[src/rtl/game_pkg.sv]
// Shared game types: round state encoding, LFSR seed/taps and default score width.
package game_pkg;

  typedef enum logic [2:0] {
    S_IDLE,
    S_LOAD,
    S_PLAY,
    S_WIN,
    S_LOSE,
    S_OVER
  } round_st_t;

  localparam int          SCORE_W_DEF = 11;
  localparam logic [15:0] LFSR_SEED   = 16'hACE1;
  // Taps 16,14,13,11 counted from 1 at the LSB, i.e. bits 15,13,12,10.
  localparam logic [15:0] LFSR_TAPS   = 16'hB400;

  function automatic logic [15:0] lfsr_next(input logic [15:0] cur);
    return {cur[14:0], ^(cur & LFSR_TAPS)};
  endfunction

endpackage

[src/rtl/sec_tick_gen.sv]
// Free-running seconds prescaler: one-cycle tick each TICKS_PER_SEC enabled cycles.
module sec_tick_gen #(
  parameter int TICKS_PER_SEC = 50_000_000
) (
  input  logic clk,
  input  logic resetN,
  input  logic clear,
  input  logic en,
  output logic tick
);

  localparam int CW = (TICKS_PER_SEC > 1) ? $clog2(TICKS_PER_SEC) : 1;

  logic [CW-1:0] cnt;

  assign tick = en && (cnt == CW'(TICKS_PER_SEC - 1));

  // NOTE: sequential state always uses non-blocking assignment so every
  // register samples pre-edge values regardless of statement order.
  always_ff @(posedge clk or negedge resetN) begin
    if (!resetN)     cnt <= '0;
    else if (clear)  cnt <= '0;
    else if (en)     cnt <= tick ? '0 : cnt + 1'b1;
  end

endmodule

[src/rtl/round_controller.sv]
// Game-round sequencer: target draw, countdown, lives/level bookkeeping.
// Optional macro ROUND_CONTROLLER_PAUSE_EN adds a pause input that freezes the countdown.
module round_controller
  import game_pkg::*;
#(
  parameter int SCORE_W       = SCORE_W_DEF,
  parameter int TICKS_PER_SEC = 50_000_000,
  parameter int ROUND_TIME    = 30,
  parameter int MIN_TIME      = 10,
  parameter int TARGET_MAX    = 999,
  parameter int LIVES_INIT    = 3,
  parameter int LEVELS_MAX    = 9
) (
  input  logic                      clk,
  input  logic                      resetN,
  input  logic                      start_game,
  input  logic signed [SCORE_W-1:0] score,
`ifdef ROUND_CONTROLLER_PAUSE_EN
  input  logic                      pause,
`endif
  output logic [9:0]                target,
  output logic [6:0]                time_left,
  output logic [1:0]                lives,
  output logic [3:0]                level,
  output logic                      score_clear,
  output logic                      round_active,
  output logic                      round_won,
  output logic                      game_over
);

  round_st_t   state, state_nxt;
  logic [15:0] lfsr;
  logic [15:0] score_wide;
  logic        tick, tick_en, win;

  function automatic logic [9:0] draw_target(input logic [9:0] raw);
    int t;
    t = int'(raw) % (TARGET_MAX + 1);
    if (t == 0) t = 1;
    return 10'(t);
  endfunction

  function automatic logic [6:0] round_time(input logic [3:0] lvl);
    int t;
    t = ROUND_TIME - 2 * (int'(lvl) - 1);
    if (t < MIN_TIME) t = MIN_TIME;
    return 7'(t);
  endfunction

`ifdef ROUND_CONTROLLER_PAUSE_EN
  assign tick_en = (state == S_PLAY) && !pause;
`else
  assign tick_en = (state == S_PLAY);
`endif

  sec_tick_gen #(.TICKS_PER_SEC(TICKS_PER_SEC)) u_tick (
    .clk    (clk),
    .resetN (resetN),
    .clear  (state == S_LOAD),
    .en     (tick_en),
    .tick   (tick)
  );

  // Sign-extended score against zero-extended target: negatives never match.
  assign score_wide = 16'(score);
  assign win        = (score_wide == {6'd0, target});

  always_ff @(posedge clk or negedge resetN) begin
    if (!resetN) state <= S_IDLE;
    else         state <= state_nxt;
  end

  // NOTE: default assigned first so no path through the case leaves
  // state_nxt unassigned, which would infer a latch.
  always_comb begin
    state_nxt = state;
    case (state)
      S_IDLE:  if (start_game) state_nxt = S_LOAD;
      S_LOAD:  state_nxt = S_PLAY;
      S_PLAY: begin
        if (win)                               state_nxt = S_WIN;
        else if (tick && time_left == 7'd1)    state_nxt = S_LOSE;
      end
      S_WIN:   state_nxt = S_LOAD;
      S_LOSE:  state_nxt = (lives == 2'd1) ? S_OVER : S_LOAD;
      S_OVER:  if (start_game) state_nxt = S_LOAD;
      default: state_nxt = S_IDLE;
    endcase
  end

  always_ff @(posedge clk or negedge resetN) begin
    if (!resetN) begin
      lfsr      <= LFSR_SEED;
      target    <= '0;
      time_left <= '0;
      lives     <= '0;
      level     <= 4'd1;
    end else begin
      lfsr <= lfsr_next(lfsr);
      case (state)
        S_IDLE, S_OVER: begin
          if (start_game) begin
            lives <= 2'(LIVES_INIT);
            level <= 4'd1;
          end
        end
        S_LOAD: begin
          target    <= draw_target(lfsr[9:0]);
          time_left <= round_time(level);
        end
        S_PLAY:  if (tick && time_left != '0) time_left <= time_left - 7'd1;
        S_WIN:   if (level < 4'(LEVELS_MAX)) level <= level + 4'd1;
        S_LOSE:  lives <= lives - 2'd1;
        default: ;
      endcase
    end
  end

  assign score_clear  = (state == S_LOAD);
  assign round_active = (state == S_PLAY);
  assign round_won    = (state == S_WIN);
  assign game_over    = (state == S_OVER);

endmodule

[config.mk]
export PLATFORM = sky130hd
export DESIGN_NAME = round_controller
export DESIGN_NICKNAME = d
export VERILOG_FILES = /design/src/rtl/game_pkg.sv /design/src/rtl/sec_tick_gen.sv /design/src/rtl/round_controller.sv
export SDC_FILE = /design/constraint.sdc
export NUM_CORES = 1
export LEC_CHECK = 0
export CORE_MARGIN = 2
export CORE_UTILIZATION = 30
export CTS_BUF_LIST = sky130_fd_sc_hd__clkbuf_16
export DETAILED_ROUTE_END_ITERATION = 7
export DONT_BUFFER_PORTS = 1
export PLACE_DENSITY = 0.41
export SYNTH_ARGS = -nofsm -noshare
export SYNTH_HDL_FRONTEND = slang
export SYNTH_SLANG_ARGS = --single-unit
[constraint.sdc]
create_clock -name clk -period 2.76 [get_ports clk]
set_input_delay 0.414 -clock clk [delete_from_list [all_inputs] [get_ports clk]]
set_output_delay 0.414 -clock clk [all_outputs]
set_load 0.1 [all_outputs]
==> flow_summary_export.csv, run 1 <==
group,metric,value,unit
synth,synth_mux_area_share,1.580,%
die,core_area,11520,µm²
global_routing,grt_pass1_wl,15080,µm
drt,drtPass1Iterations,8,
clocking,cts_root_buf,"clkbuf_16",
worst_hold_path,worstHoldStart,"start_game",
sta,fmax,0.4148,GHz
synth,yosys.area.top_type,"dfrtp_1",
synth,syn_nets,396,
synth,syn_area,3565,µm²
drt,drt_iter0_drc,144,
drt,antenna_left,0,
synth,post_synth_xor_area_fraction,4.177,%
die,die-area,12770,µm²
synth,synth_flop_cell,"dfrtp_1",
synth,synth_seq_cells,68,
drt,post_drt_wl_per_cell,16.02,µm
clocking,cts_resized,0,
clocking,htree_levels,3,
worst_setup_path,critPathCaptureType,"flop",
outcome,violations,"design-rule violations",
synth,synth_warnings,0,
die,start_util,30.95,%
cells_and_area,stdcell_count,556,
die,num_rows,39,
clocking,clock_latency,340,ps
synth,yosysMostFrequentCell,"dfrtp_1",
outcome,status,"finished with violations",
global_routing,track_usage,14.98,%
power,peakVddDrop,0.0004760,V
power,power.share.clock,28.6,%
sta,drv_slew,0,
clocking,cts_sinks,68,
power,power_per_cell_area,952.9,nW/µm²
drt,routed_wl,8908,µm
power,netSwitchingPower,1.855,mW
power,seq_power_share,29.5,%
drt,vias_per_cell,5.261,
power,power_frac_comb,41.9,%
synth,yosys-top-cells-area,"dfrtp_1 41%, dfstp_2 6.6%, nand2_1 5.1%, a31oi_1 4.2%, a21oi_1 3.8%",
worst_setup_path,crit_fanout,23,
synth,yosys.area_share.simple,21.83,%
synth,synth-edff-count,0,
place,post-dp-hpwl,6214,µm
synth,synth_compound_area_share,18.18,%
worst_setup_path,cpPeakStageDelay,710,ps
sta,hold_viol_final,0,
sta,maxSlewHeadroom,35.30,%
worst_hold_path,hold-path-cell-count,2,
worst_setup_path,crit_type,"reg -> reg",
worst_setup_path,worstPathCellList,"or3b_1 -> a21oi_2 -> buf_4 -> o21ai_0 -> a31oi_1",
synth,ys_seq_area_share,48.05,%
synth,avgSynthCellArea,9.506,µm²
worst_setup_path,cp.arrival,2670,ps
cells_and_area,final_nets,429,
drt,vias,2925,
synth,synth_top_family_by_area,"simple AND/OR/NAND/NOR gates",
sta,setup_viol,0,
place,place_inst,538,
cells_and_area,antennaDiodeCount,0,
worst_setup_path,start_kind,"flop",
synth,synth_commonest_cells,"59 x dfrtp_1, 48 x nand2_1, 27 x a21oi_1, 24 x a31oi_1",
drt,drc,1,
worst_setup_path,cp.depth,5,
global_routing,grt_pass1_vias,2878,
global_routing,grt.overflow.total,0,
global_routing,grt_max_degree,69,
die,die_h,113.0,µm
clocking,clk_pin_slew,60,ps
run,maxCapViolations,0,
synth,synthArstFlopShare,100.0,%
worst_setup_path,reg2reg_from,"state[0]$_DFFE_PN0P_",
sta,rsz0062_at_grt,"no",
die,ios,41,
worst_setup_path,crit_start,"state[0]$_DFFE_PN0P_",
place,port_buffers,0,
sta,period_needed,2411,ps
cells_and_area,layout-drive-gt1-share,18.40,%
synth,syn_inst,375,
die,die_x,113.0,µm
clocking,numCtsBuffers,9,
worst_setup_path,critical_path.top_delay_family,"compound AO/OA/AOI/OAI gates",
power,swShare,45.32,%
worst_setup_path,cp.required,3020,ps
cells_and_area,area_delta_synth_final,20.50,%
worst_setup_path,slowest_stage,"a21oi_2",
power,leakagePower,1.892,nW
sta,fin_crit_sh,87.34,%
place,gp_congestion,0.8001,
worst_setup_path,worst-path-buf-inv,1,
clocking,cts_tree,"built",
synth,synth_fa_ha_area_share,2.457,%
power,p_int,2.238,mW
sta,setup_tns,0,ps
sta,tightest_slew,967.0,ps
synth,yosysTopAreaCellShare,41.42,%
worst_setup_path,reg2regPathDepth,5,
clocking,clock_path_buffers,2,
global_routing,antenna_found_initial,0,
worst_hold_path,hold_class,"in -> reg",
sta,finClkSkew,9.933,ps
synth,yosysUniqueCellTypes,53,
## cells in the final DEF (no fill, tap or decap), types with 10 or more instances in the layout
cell,count
nor2_1,22
nand2_1,48
nand3_1,11
a31oi_1,24
inv_1,15
o21ai_0,22
xnor2_1,11
nor3_1,11
a21oi_1,27
buf_4,37
nand4_1,10
dfrtp_1,59
## kinds of logic (layout without fill, tap and decap cells)
logic type	Yosys count	in the layout
AO/OA/AOI/OAI	103	103
XOR/XNOR	17	17
adder cells (fa/ha/maj)	7	7
buffers and inverters	32	70
flip-flops	68	68
multiplexers	5	5
AND/OR/NAND/NOR	143	143
## timing repair
action                     in CTS  in global routing
buffers inserted                0                  0
hold endpoints to repair       68                  0
hold buffers                    2                  0
setup endpoints to repair       0                  0
## routing by layer
| layer | routed length (µm) | GRT usage [%] | up-vias | part of all wire, % |
|---|---|---|---|---|
| met3 | 297 | 3.374 | 15 | 3.3 |
| met2 | 4055 | 21.52 | 40 | 46 |
| li1 | - | - | 1442 | - |
| met1 | 4364 | 21.47 | 1428 | 49 |
| met5 | 0 | 0 | - | 0 |
| met4 | 190 | 6.829 | 0 | 2.1 |
## cell type report
class / count / area (µm²)
clock buffers: 9 / 225.2
clock inverters: 7 / 76.32
fillers: 1171 / 7221
inverters: 15 / 56.30
multi-input cells: 275 / 1730
flip-flops and latches: 68 / 1713
well taps: 143 / 178.9
repair buffers: 39 / 315.3
## sequential cells by signal, indices dropped and copies added (netlist names)
name,cells
lives,2
u_tick.cnt,26
state,3
level,4
target,10
time_left,7
lfsr,16
## metrics by stage
stage	hold WS [ps]	worst slack (ps)	area (µm²)	power [mW]	utilization (%)
after floorplan	118.4	186.3	3570	2.571	-
after global placement	119.9	392.6	3956	2.932	34.35
after detailed placement	120.2	341.0	3956	2.928	34.35
after CTS	282.8	328.9	4295	4.149	37.30
after global routing	325.5	88.15	4295	4.342	37.30
final	294.4	349.3	4295	4.093	37.30
## worst paths after layout
path | end | slack, ps
worst max-delay path | u_tick.cnt[7]$_DFFE_PN0P_ | 350
worst min-delay path | state[0]$_DFFE_PN0P_ | 290
worst max register to register | u_tick.cnt[7]$_DFFE_PN0P_ | 350
worst min register to register | lfsr[15]$_DFF_PN1_ | 350
max in group asynchronous | lfsr[13]$_DFF_PN1_ | 1780
min in group asynchronous | level[1]$_DFFE_PN0P_ | 580
## power groups by stage
stage	Clock, mW	Combinational (mW)	Sequential (mW)
global route	1.25	1.87	1.22
global placement	0	1.71	1.22
finish	1.17	1.72	1.21
detailed placement	0	1.70	1.22
CTS	1.21	1.74	1.21
floorplan	0	0.919	1.65
No activity file was read; power rests on OpenSTA's default activity.
==> run 2, diff against run 1 <==
--- a/config.mk
+++ b/config.mk
@@ -5,12 +5,11 @@
 export SDC_FILE = /design/constraint.sdc
 export NUM_CORES = 1
 export LEC_CHECK = 0
-export CORE_MARGIN = 2
 export CORE_UTILIZATION = 30
 export CTS_BUF_LIST = sky130_fd_sc_hd__clkbuf_16
 export DETAILED_ROUTE_END_ITERATION = 7
 export DONT_BUFFER_PORTS = 1
-export PLACE_DENSITY = 0.41
 export SYNTH_ARGS = -nofsm -noshare
 export SYNTH_HDL_FRONTEND = slang
+export SYNTH_HIERARCHICAL = 1
 export SYNTH_SLANG_ARGS = --single-unit
==> run 2 against run 1 <==
  * The flow now finishes without violations
  * Via count shrank 6.6%
  * First-iteration DRC count rose by 7.6%
  * Critical path depth grew 4
  * Power shrank 7.8%
  * Combinational power decreased by 16%
  * Flip-flop and latch count did not move
  * Largest cell class is now sequential cells
  * Largest power group unchanged
  * Highest routed layer unchanged
==> flow_summary_export.csv, run 2 <==
group,metric,value,unit
outcome,status,"finished clean",
sta,drv_slew,0,
worst_hold_path,hold_end,"lfsr[15]$_DFF_PN1_",
die,start_util,31.36,%
global_routing,grt_max_degree,69,
place,post-dp-hpwl,5465,µm
run,maxCapViolations,0,
worst_setup_path,r2r_end,"state[1]$_DFFE_PN0P_",
synth,yosysUniqueCellTypes,58,
worst_setup_path,crit_type,"reg -> reg",
synth,synth_flop_cell,"dfrtp_1",
synth,synth_warnings,6,
worst_setup_path,worstPathCellList,"or3b_4 -> clkinv_8 -> nand4_1 -> or4_4 -> nor2_4 -> nand2_1 -> or3_1 -> a31oi_1 -> o21ai_0",
sta,fmax,0.3927,GHz
worst_setup_path,crit_fanout,9,
sta,setup_tns,0,ps
clocking,clock_path_buffers,2,
clocking,cts_tree,"built",
cells_and_area,final_nets,399,
worst_setup_path,start_kind,"flop",
worst_hold_path,worstHoldStart,"lfsr[14]$_DFF_PN0_",
cells_and_area,antennaDiodeCount,0,
clocking,cts_setup_buffers,0,
drt,antenna_left,0,
synth,yosys-top-cells-area,"dfrtp_1 43%, dfstp_2 6.8%, xor2_1 4.8%, a21oi_1 3.6%, nand2_1 3.1%",
worst_setup_path,slowest_stage,"or4_4",
clocking,numCtsBuffers,9,
die,die-area,11970,µm²
die,num_rows,38,
synth,yosys.area.top_type,"dfrtp_1",
cells_and_area,layout_commonest_cell,"dfrtp_1",
clocking,clk_pin_slew,60,ps
global_routing,antenna_found_initial,0,
sta,rsz0062_at_grt,"no",
clocking,clock_latency,330,ps
cells_and_area,area_delta_synth_final,20.87,%
worst_setup_path,critPathCaptureType,"flop",
clocking,cts_root_buf,"clkbuf_16",
worst_setup_path,reg2reg_from,"state[0]$_DFFE_PN0P_",
cells_and_area,largest_register_ffs,26,
die,die_x,109.4,µm
drt,routed_wl,7830,µm
synth,yosysTopAreaCellShare,42.68,%
power,leakagePower,1.820,nW
die,die_h,109.4,µm
clocking,cts_sinks,68,
power,peakVddDrop,0.0009730,V
synth,avgSynthCellArea,10.09,µm²
worst_hold_path,hold_class,"reg -> reg",
power,power_per_cell_area,902.4,nW/µm²
drt,drc,0,
worst_setup_path,cp.required,2960,ps
cells_and_area,largestRegisters,"u_tick/cnt: 26 flops, lfsr: 16 flops, target: 10 flops",
sta,setup_viol,0,
drt,vias_per_cell,5.224,
drt,vias,2732,
global_routing,grt_pass1_vias,2658,
power,power,3.773,mW
place,gp_congestion,0.8226,
place,placed_cell_area,3841,µm²
synth,syn_area,3460,µm²
sta,fin_crit_sh,92.25,%
cells_and_area,final_area,4182,µm²
synth,yosysMostFrequentCell,"dfrtp_1",
cells_and_area,largest-register,"u_tick/cnt",
die,core_area,11030,µm²
synth,synth-edff-count,0,
worst_setup_path,cp.arrival,2750,ps
sta,tightest_slew,819.4,ps
cells_and_area,fillCellCount,1077,
cells_and_area,layout-drive-gt1-share,19.84,%
sta,period_needed,2546,ps
die,ios,41,
synth,synthArstFlopShare,100.0,%
synth,syn_nets,364,
synth,synth_seq_cells,68,
synth,ys_seq_area_share,49.51,%
global_routing,grt_pass1_wl,12980,µm
sta,finClkSkew,6.658,ps
global_routing,track_usage,14.04,%
worst_setup_path,reg2regPathDepth,9,
clocking,htree_levels,3,
drt,post_drt_wl_per_cell,14.97,µm
drt,drtPass1Iterations,4,
worst_hold_path,hold-path-cell-count,0,
global_routing,grt.overflow.total,0,
worst_setup_path,r2r_slack,210,ps
synth,synth_commonest_cells,"59 x dfrtp_1, 29 x nand2_1, 25 x a21oi_1, 25 x nor2_1",
cells_and_area,most-common-layout-cells,"59 x dfrtp_1, 32 x buf_4, 29 x nand2_1",
drt,drt_iter0_drc,155,
place,port_buffers,0,
synth,syn_inst,343,
sta,maxSlewHeadroom,45.31,%
worst_setup_path,cpPeakStageDelay,480,ps
sta,whs,359.3,ps
sta,hold_viol_final,0,
## run 2: changes by cell type after synthesis, moves of 4 or more
cell	change
or4_1	+4
xnor2_1	-5
o31ai_1	+5
a31oi_1	-22
or3_1	+8
clkbuf_1	-9
xor2_1	+13
and3_1	-6
nand2_1	-19
a41oi_1	-4
## run 2: timing repair
item                                   4_1_cts  5_1_grt
gates resized for setup                      0        1
hold buffers                                 2        0
setup endpoints to repair                    0        1
endpoints found under the hold margin       68        0
## run 2: cell families (layout without fill, tap and decap cells)
kind of cell	after synthesis	in the layout	synth area share (%)
fa+ha+maj	7	7	2.532
buf+inv	25	65	3.399
mux	3	3	1.049
flops	68	68	49.51
simple gates	136	136	21.77
xor+xnor	25	25	6.329
compound gates	79	79	15.41
## run 2: metrics by stage
| step | setup WS, ps | utilization (%) | std cells |
|---|---|---|---|
| 4_1_cts | 124.1 | 37.89 | 523 |
| 3_5_place_dp | 151.3 | 34.82 | 505 |
| 5_1_grt | 81.21 | 37.91 | 523 |
| 2_1_floorplan | 61.58 | - | 343 |
| 6_report | 213.8 | 37.91 | 523 |
| 3_3_place_gp | 245.3 | 34.82 | 505 |
## run 2: power by group
group / switching, mW / internal (mW) / leakage [nW] / total [mW]
Combinational: 1.07 / 0.370 / 0.798 / 1.44
Sequential: 0.0841 / 1.09 / 0.882 / 1.17
Clock: 0.454 / 0.702 / 0.140 / 1.16
Total: 1.61 / 2.16 / 1.82 / 3.77
## run 2: layer usage
metal	global-route usage, %	vias to the layer above	share of wire, %
met5	0	-	0
met1	17.38	1332	46
li1	-	1337	-
met2	23.09	59	47
met3	4.801	4	5.8
met4	4.095	0	0.57
## run 2: cell type report
cell class,count,area [µm²],share of cell area (%)
Timing Repair Buffer,34,277.8,6.643
Sequential cell,68,1713,40.96
Inverter,15,73.82,1.765
Clock buffer,9,225.2,5.386
Tap cell,140,175.2,4.189
Clock inverter,7,75.07,1.795
Multi-Input combinational cell,250,1642,39.26
## run 2: worst max path at each step
| stage | start | end | slack (ps) | cells after the start |
|---|---|---|---|---|
| floorplan | state[0]$_DFFE_PN0P_ | state[1]$_DFFE_PN0P_ | 60 | 12 |
| global placement | state[0]$_DFFE_PN0P_ | state[1]$_DFFE_PN0P_ | 250 | 9 |
| detailed placement | state[0]$_DFFE_PN0P_ | state[1]$_DFFE_PN0P_ | 150 | 9 |
| CTS | state[0]$_DFFE_PN0P_ | state[1]$_DFFE_PN0P_ | 120 | 9 |
| global route | state[0]$_DFFE_PN0P_ | state[1]$_DFFE_PN0P_ | 80 | 9 |
| finish | state[0]$_DFFE_PN0P_ | state[1]$_DFFE_PN0P_ | 210 | 9 |
## run 2: worst max-delay path: cells and delay by family (launching register included)
kind	cells	cell delay (ps)
AOI/OAI and AO/OA	2	300
buffers and inverters	1	80
DFF	1	460
and+or+nand+nor	6	1580
